`src/rtl/beep_pkg.sv`:
```
// Shared types and defaults for the beep trigger front end.
// Cycle counts are derived from millisecond figures at the nominal system clock.
package beep_pkg;

    typedef enum logic [0:0] {
        IDLE = 1'b0,
        HOLD = 1'b1
    } stretch_state_e;

    localparam int unsigned CLK_HZ           = 100_000_000;
    localparam int unsigned DEBOUNCE_MS      = 10;
    localparam int unsigned ALERT_STRETCH_MS = 20;

    function automatic int unsigned cycles_from_ms(input int unsigned ms,
                                                   input int unsigned clk_hz = CLK_HZ);
        return (clk_hz / 1000) * ms;
    endfunction

endpackage

```
`src/rtl/beep_event_gen_if.sv`:
```
// Button/alarm inputs and beep trigger outputs of the event generator.
// The slave modport is the generator's view; master is the driving side.
interface beep_event_gen_if #(
    parameter int NUM_BTN = 4
);
    localparam int CODE_W = (NUM_BTN > 1) ? $clog2(NUM_BTN) : 1;

    logic [NUM_BTN-1:0] btn_raw;
    logic               alarm_in;
    logic               press_toggle;
    logic               alert_hold;
    logic               press_valid;
    logic [CODE_W-1:0]  press_code;

    modport master (
        output btn_raw,
        output alarm_in,
        input  press_toggle,
        input  alert_hold,
        input  press_valid,
        input  press_code
    );

    modport slave (
        input  btn_raw,
        input  alarm_in,
        output press_toggle,
        output alert_hold,
        output press_valid,
        output press_code
    );

endinterface

```
`src/rtl/button_debounce.sv`:
```
// One button: 2-flop synchronizer followed by a stability-counter debounce.
// Emits a single-cycle rise pulse on the same edge the debounced level goes 0->1.
module button_debounce #(
    parameter int unsigned DEBOUNCE_CYCLES = 8
) (
    input  logic clk,
    input  logic reset,
    input  logic btn_raw,
    output logic rise
);

    localparam int CW = (DEBOUNCE_CYCLES > 1) ? $clog2(DEBOUNCE_CYCLES) : 1;
    localparam logic [CW-1:0] CNT_LAST = CW'(DEBOUNCE_CYCLES - 1);

    logic [1:0]    sync_q, sync_d;
    logic          level_q, level_d;
    logic          rise_q, rise_d;
    logic [CW-1:0] cnt_q, cnt_d;

    // Counter only runs while the synchronized input disagrees with the debounced level.
    always_comb begin
        sync_d  = {sync_q[0], btn_raw};
        level_d = level_q;
        rise_d  = 1'b0;
        cnt_d   = '0;
        if (sync_q[1] != level_q) begin
            if (cnt_q == CNT_LAST) begin
                level_d = ~level_q;
                rise_d  = ~level_q;
            end else begin
                cnt_d = cnt_q + 1'b1;
            end
        end
    end

    always_ff @(posedge clk or posedge reset) begin
        if (reset) begin
            sync_q  <= '0;
            level_q <= 1'b0;
            rise_q  <= 1'b0;
            cnt_q   <= '0;
        end else begin
            sync_q  <= sync_d;
            level_q <= level_d;
            rise_q  <= rise_d;
            cnt_q   <= cnt_d;
        end
    end

    assign rise = rise_q;

endmodule

```
`src/rtl/beep_event_gen.sv`:
```
// Turns debounced button presses and the external alarm into the beep driver's
// toggle-per-press level and stretched alert pulse.
module beep_event_gen
    import beep_pkg::*;
#(
    parameter int          NUM_BTN         = 4,
    parameter int unsigned DEBOUNCE_CYCLES = cycles_from_ms(DEBOUNCE_MS),
    parameter int          ALERT_IDX       = 3,
    parameter int unsigned STRETCH_CYCLES  = cycles_from_ms(ALERT_STRETCH_MS)
) (
    input logic             clk,
    input logic             reset,
    beep_event_gen_if.slave bus
);

    localparam int CODE_W = (NUM_BTN > 1) ? $clog2(NUM_BTN) : 1;
    localparam int SCW    = (STRETCH_CYCLES > 1) ? $clog2(STRETCH_CYCLES) : 1;
    localparam logic [SCW-1:0]     STRETCH_LAST = SCW'(STRETCH_CYCLES - 1);
    localparam logic [NUM_BTN-1:0] ALERT_MASK   = NUM_BTN'(1) << ALERT_IDX;

    logic [NUM_BTN-1:0] press_vec;
    logic               alert_event;

    logic               press_toggle_q, press_toggle_d;
    logic               press_valid_q, press_valid_d;
    logic [CODE_W-1:0]  press_code_q, press_code_d;
    logic               alarm_prev_q, alarm_prev_d;
    stretch_state_e     state_q, state_d;
    logic [SCW-1:0]     stretch_cnt_q, stretch_cnt_d;

    for (genvar i = 0; i < NUM_BTN; i++) begin : g_btn
        button_debounce #(
            .DEBOUNCE_CYCLES(DEBOUNCE_CYCLES)
        ) u_debounce (
            .clk    (clk),
            .reset  (reset),
            .btn_raw(bus.btn_raw[i]),
            .rise   (press_vec[i])
        );
    end

    // The hold window is never restarted, so every alert gets a clean rising edge downstream.
    always_comb begin
        press_valid_d  = |press_vec;
        press_toggle_d = press_toggle_q ^ (|(press_vec & ~ALERT_MASK));
        press_code_d   = press_code_q;
        for (int i = NUM_BTN - 1; i >= 0; i--) begin
            if (press_vec[i]) begin
                press_code_d = CODE_W'(i);
            end
        end

        alarm_prev_d = bus.alarm_in;
        alert_event  = (|(press_vec & ALERT_MASK)) | (bus.alarm_in & ~alarm_prev_q);

        state_d       = state_q;
        stretch_cnt_d = stretch_cnt_q;
        case (state_q)
            IDLE: begin
                if (alert_event) begin
                    state_d       = HOLD;
                    stretch_cnt_d = '0;
                end
            end
            HOLD: begin
                if (stretch_cnt_q == STRETCH_LAST) begin
                    state_d       = IDLE;
                    stretch_cnt_d = '0;
                end else begin
                    stretch_cnt_d = stretch_cnt_q + 1'b1;
                end
            end
            default: begin
                state_d       = IDLE;
                stretch_cnt_d = '0;
            end
        endcase
    end

    always_ff @(posedge clk or posedge reset) begin
        if (reset) begin
            press_toggle_q <= 1'b0;
            press_valid_q  <= 1'b0;
            press_code_q   <= '0;
            alarm_prev_q   <= 1'b0;
            state_q        <= IDLE;
            stretch_cnt_q  <= '0;
        end else begin
            press_toggle_q <= press_toggle_d;
            press_valid_q  <= press_valid_d;
            press_code_q   <= press_code_d;
            alarm_prev_q   <= alarm_prev_d;
            state_q        <= state_d;
            stretch_cnt_q  <= stretch_cnt_d;
        end
    end

    assign bus.press_toggle = press_toggle_q;
    assign bus.press_valid  = press_valid_q;
    assign bus.press_code   = press_code_q;
    assign bus.alert_hold   = (state_q == HOLD);

endmodule

```
`src/flat_wrapper.sv`:
```
// flat-port wrapper written by rule: the top's interface ports become plain ports
module beep_event_gen_flat import beep_pkg::*;
#(
    parameter int          NUM_BTN         = 4,
    parameter int unsigned DEBOUNCE_CYCLES = cycles_from_ms(DEBOUNCE_MS),
    parameter int          ALERT_IDX       = 3,
    parameter int unsigned STRETCH_CYCLES  = cycles_from_ms(ALERT_STRETCH_MS)
)
  (clk, reset, bus_btn_raw, bus_alarm_in, bus_press_toggle, bus_alert_hold, bus_press_valid, bus_press_code);
  beep_event_gen_if #(.NUM_BTN(NUM_BTN)) bus_i ();
  input logic clk;
  input logic reset;
  input wire logic [$bits(bus_i.btn_raw)-1:0] bus_btn_raw;
  input wire logic [$bits(bus_i.alarm_in)-1:0] bus_alarm_in;
  output wire logic [$bits(bus_i.press_toggle)-1:0] bus_press_toggle;
  output wire logic [$bits(bus_i.alert_hold)-1:0] bus_alert_hold;
  output wire logic [$bits(bus_i.press_valid)-1:0] bus_press_valid;
  output wire logic [$bits(bus_i.press_code)-1:0] bus_press_code;
  assign bus_i.btn_raw = bus_btn_raw;
  assign bus_i.alarm_in = bus_alarm_in;
  assign bus_press_toggle = bus_i.press_toggle;
  assign bus_alert_hold = bus_i.alert_hold;
  assign bus_press_valid = bus_i.press_valid;
  assign bus_press_code = bus_i.press_code;
  beep_event_gen #(.NUM_BTN(NUM_BTN), .DEBOUNCE_CYCLES(DEBOUNCE_CYCLES), .ALERT_IDX(ALERT_IDX), .STRETCH_CYCLES(STRETCH_CYCLES)) u_core (.clk(clk), .reset(reset), .bus(bus_i));
endmodule
```
`config.mk`:
```
export PLATFORM = sky130hd
export DESIGN_NAME = beep_event_gen_flat
export DESIGN_NICKNAME = d
export VERILOG_FILES = /design/src/rtl/beep_pkg.sv /design/src/rtl/beep_event_gen_if.sv /design/src/rtl/button_debounce.sv /design/src/rtl/beep_event_gen.sv /design/src/flat_wrapper.sv
export SDC_FILE = /design/constraint.sdc
export NUM_CORES = 1
export LEC_CHECK = 0
export CORE_MARGIN = 2
export CORE_UTILIZATION = 50
export DETAILED_ROUTE_END_ITERATION = 7
export DONT_BUFFER_PORTS = 1
export HOLD_SLACK_MARGIN = 0.06
export SLEW_MARGIN = 10
export SYNTH_ARGS = -nofsm -noshare
export SYNTH_HDL_FRONTEND = slang
export SYNTH_SLANG_ARGS = --single-unit
```
`constraint.sdc`:
```
create_clock -name clk -period 9 [get_ports clk]
set_clock_uncertainty 0.05 [all_clocks]
set_input_delay 1.8 -clock clk [delete_from_list [all_inputs] [get_ports clk]]
set_output_delay 1.8 -clock clk [all_outputs]
set_load 0.01 [all_outputs]
```
==> qor.yml <==
power:
  power_density_nw_per_um2: 212
  finalPower_mw: 1.40
  p_leak_nw: 2.84
  ir_drop_mv: 0.168
global_routing:
  grt_overflow: 0
  grt_pass1_wl_um: 19400
  grt_antenna_before_repair: 1
  first_global_vias: 4098
  grt.total_usage_pct: 19.1
  grt_max_degree: 73
floorplanning:
  coreArea_um2: 11400
  io_pins: 12
  rows: 39
  die_area_um2: 12500
  initial_utilization_pct: 51.2
  die_h_um: 112
  die_w_um: 112
sta:
  finalSetupViolCount: 0
  timing.setup.tns_ns: 0
  min_period_over_period_pct: 32.0
  finalCriticalPeriod_ns: 2.88
  timing.hold.ws_ns: 0.308
  slew_headroom_pct: 38.0
  worst_pin_slew_ns: 0.930
  fmax_ghz: 0.348
  final_hold_viol_count: 0
  maxSlewViolCount: 0
  grt_setup_unrepaired: "false"
placed_design:
  port_buffers: 0
  hpwlAfterDp_um: 6910
  dp.cells: 712
  routabilityCongestion: 0.819
finish:
  syn_to_final_growth_pct: 13.0
  fin_cells: 744
  fillers: 981
  diodes: 0
  drive_gt1_share_pct: 8.65
  final_util_pct: 57.9
  nets: 600
clock_network:
  hold_buffers: 0
  clk_pin_slew_ns: 0.06
  cts_root_buf: "clkbuf_16"
  cts_setup_buffers: 0
  clkSinkCount: 123
  clock_latency_ns: 0.41
  cts_buffers: 17
  htreeDepth: 4
  cts_tree: "yes"
  clockBufferDepth: 2
  cts_resized: 0
job:
  timing.max_cap.violations: 0
synth:
  async_flop_share_pct: 100
  ys_ff_latch: 123
  ys_types: 50
  synth_area_per_cell_um2: 10.1
  syn_area_um2: 5820
  synth_warnings: 0
  synthCells: 577
  synth_nets: 589
  seq_area_frac_synth_pct: 52.9
  synth_edf_count: 0
  synth_ff_type: "dfrtp_1"
setup_path:
  arrival_ns: 1.03
  required_ns: 7.15
  startpoint: "u_core.bus.alert_hold$_DFF_PP0_"
  critPathMaxFanout: 9
  reg2reg_from: "u_core.bus.alert_hold$_DFF_PP0_"
  critPathKind: "flip-flop to output pin"
  critPathCaptureType: "output pin"
  critPathLaunchType: "flip-flop"
detailed_routing:
  drt_iter0_drc: 236
  remaining_drc_errors: 0
  ant_nets: 0
  first_pass_iters: 4
  avgRoutedWirePerCell_um: 14.4
  avgViaCountPerCell: 5.54
  routed_wl_um: 10700
  vias: 4123
min_path:
  hold_class: "flip-flop to flip-flop"
  hold_path_startpoint: "u_core.g_btn[1].u_debounce.sync_q[0]$_DFF_PP0_"
outcome:
  status: "complete, no violations"
-- state kept, by name, indices dropped and copies added, names as in the netlist --
signal / count
u_core.g_btn.u_debounce.sync_q: 8
u_core.alarm_prev_q: 1
u_core.g_btn.u_debounce.cnt_q: 80
u_core.g_btn.u_debounce.rise: 4
u_core.g_btn.u_debounce.level_q: 4
u_core.bus.press_toggle: 1
u_core.bus.press_valid: 1
u_core.bus.alert_hold: 1
u_core.bus.press_code: 2
u_core.stretch_cnt_q: 21
-- metal layers --
metal	part of all wire (%)	GRT usage [%]
met1	47	25.2
met2	47	30.0
met3	3.6	5.82
met4	1.7	7.24
met5	0.12	0
-- area by class of cell --
cell class / instances / area [um2] / area share (%)
Sequential cell: 123 / 3080 / 46.8
Multi-Input combinational cell: 428 / 2630 / 39.9
Clock buffer: 19 / 453 / 6.88
Tap cell: 143 / 179 / 2.72
Clock inverter: 13 / 168 / 2.55
Inverter: 16 / 62.6 / 0.951
Timing Repair Buffer: 2 / 15.0 / 0.228
-- cell families after synthesis --
| logic type | Yosys count | synth area share (%) |
|---|---|---|
| adders and majority gates | 5 | 1.07 |
| xor gates and xnor gates | 79 | 11.9 |
| DFF | 123 | 52.9 |
| AOI/OAI and AO/OA | 40 | 4.28 |
| buffers and inverters | 26 | 2.11 |
| and+or+nand+nor | 299 | 26.8 |
| muxes | 5 | 1.01 |
-- stage by stage --
step           instance area, um2  worst slack, ns
2_1_floorplan                5820             3.88
3_3_place_gp                 5960             5.79
3_5_place_dp                 5960             5.77
4_1_cts                      6580             6.10
5_1_grt                      6580             6.04
6_report                     6580             6.12
-- cell usage after synthesis (8+ instances only) --
cell type / n / area, um2
nand2_1: 35 / 131
inv_1: 15 / 56.3
xor2_1: 49 / 429
nor2_1: 105 / 394
xnor2_1: 30 / 263
nand4_1: 25 / 156
a21oi_1: 8 / 40.0
and3_1: 23 / 144
nor4_1: 10 / 62.6
o21ai_0: 14 / 70.1
nor3_1: 8 / 40.0
dfrtp_1: 123 / 3080
nand3_1: 48 / 240
-- power by group --
group | internal [mW] | switching [mW]
Sequential | 0.584 | 0.0366
Clock | 0.451 | 0.252
Combinational | 0.0308 | 0.0405
-- path summary, 6_finish.rpt --
check	end	cells past startpoint	slack, ns
worst min-delay path	u_core.g_btn[1].u_debounce.sync_q[1]$_DFF_PP0_	0	0.31
min in group asynchronous	u_core.g_btn[3].u_debounce.cnt_q[1]$_DFF_PP0_	1	1.37
worst min register to register	u_core.g_btn[1].u_debounce.sync_q[1]$_DFF_PP0_	0	0.31
worst max register to register	u_core.stretch_cnt_q[15]$_DFFE_PP0P_	4	6.70
max in group asynchronous	u_core.stretch_cnt_q[14]$_DFFE_PP0P_	2	6.33
worst max-delay path	bus_alert_hold	0	6.12
-- placed cells by master (no fill, tap or decap), types with 5 or more instances in the layout --
| master | synthesis | layout |
|---|---|---|
| ha_1 | 5 | 5 |
| a21oi_1 | 8 | 8 |
| nor4_1 | 10 | 10 |
| dfrtp_1 | 123 | 123 |
| nor2_1 | 105 | 105 |
| and3_1 | 23 | 23 |
| nor3_1 | 8 | 8 |
| nor4b_1 | 6 | 6 |
| nand4_1 | 25 | 25 |
| or3_1 | 5 | 5 |
| xnor2_1 | 30 | 30 |
| and4_1 | 6 | 6 |
| o21ai_0 | 14 | 14 |
| nand2_1 | 35 | 35 |
| clkinvlp_4 | 0 | 5 |
| xor2_1 | 49 | 49 |
| clkbuf_16 | 0 | 17 |
| inv_1 | 15 | 14 |
| nand3_1 | 48 | 48 |
Note: power is estimated with default switching activity, not from simulation.
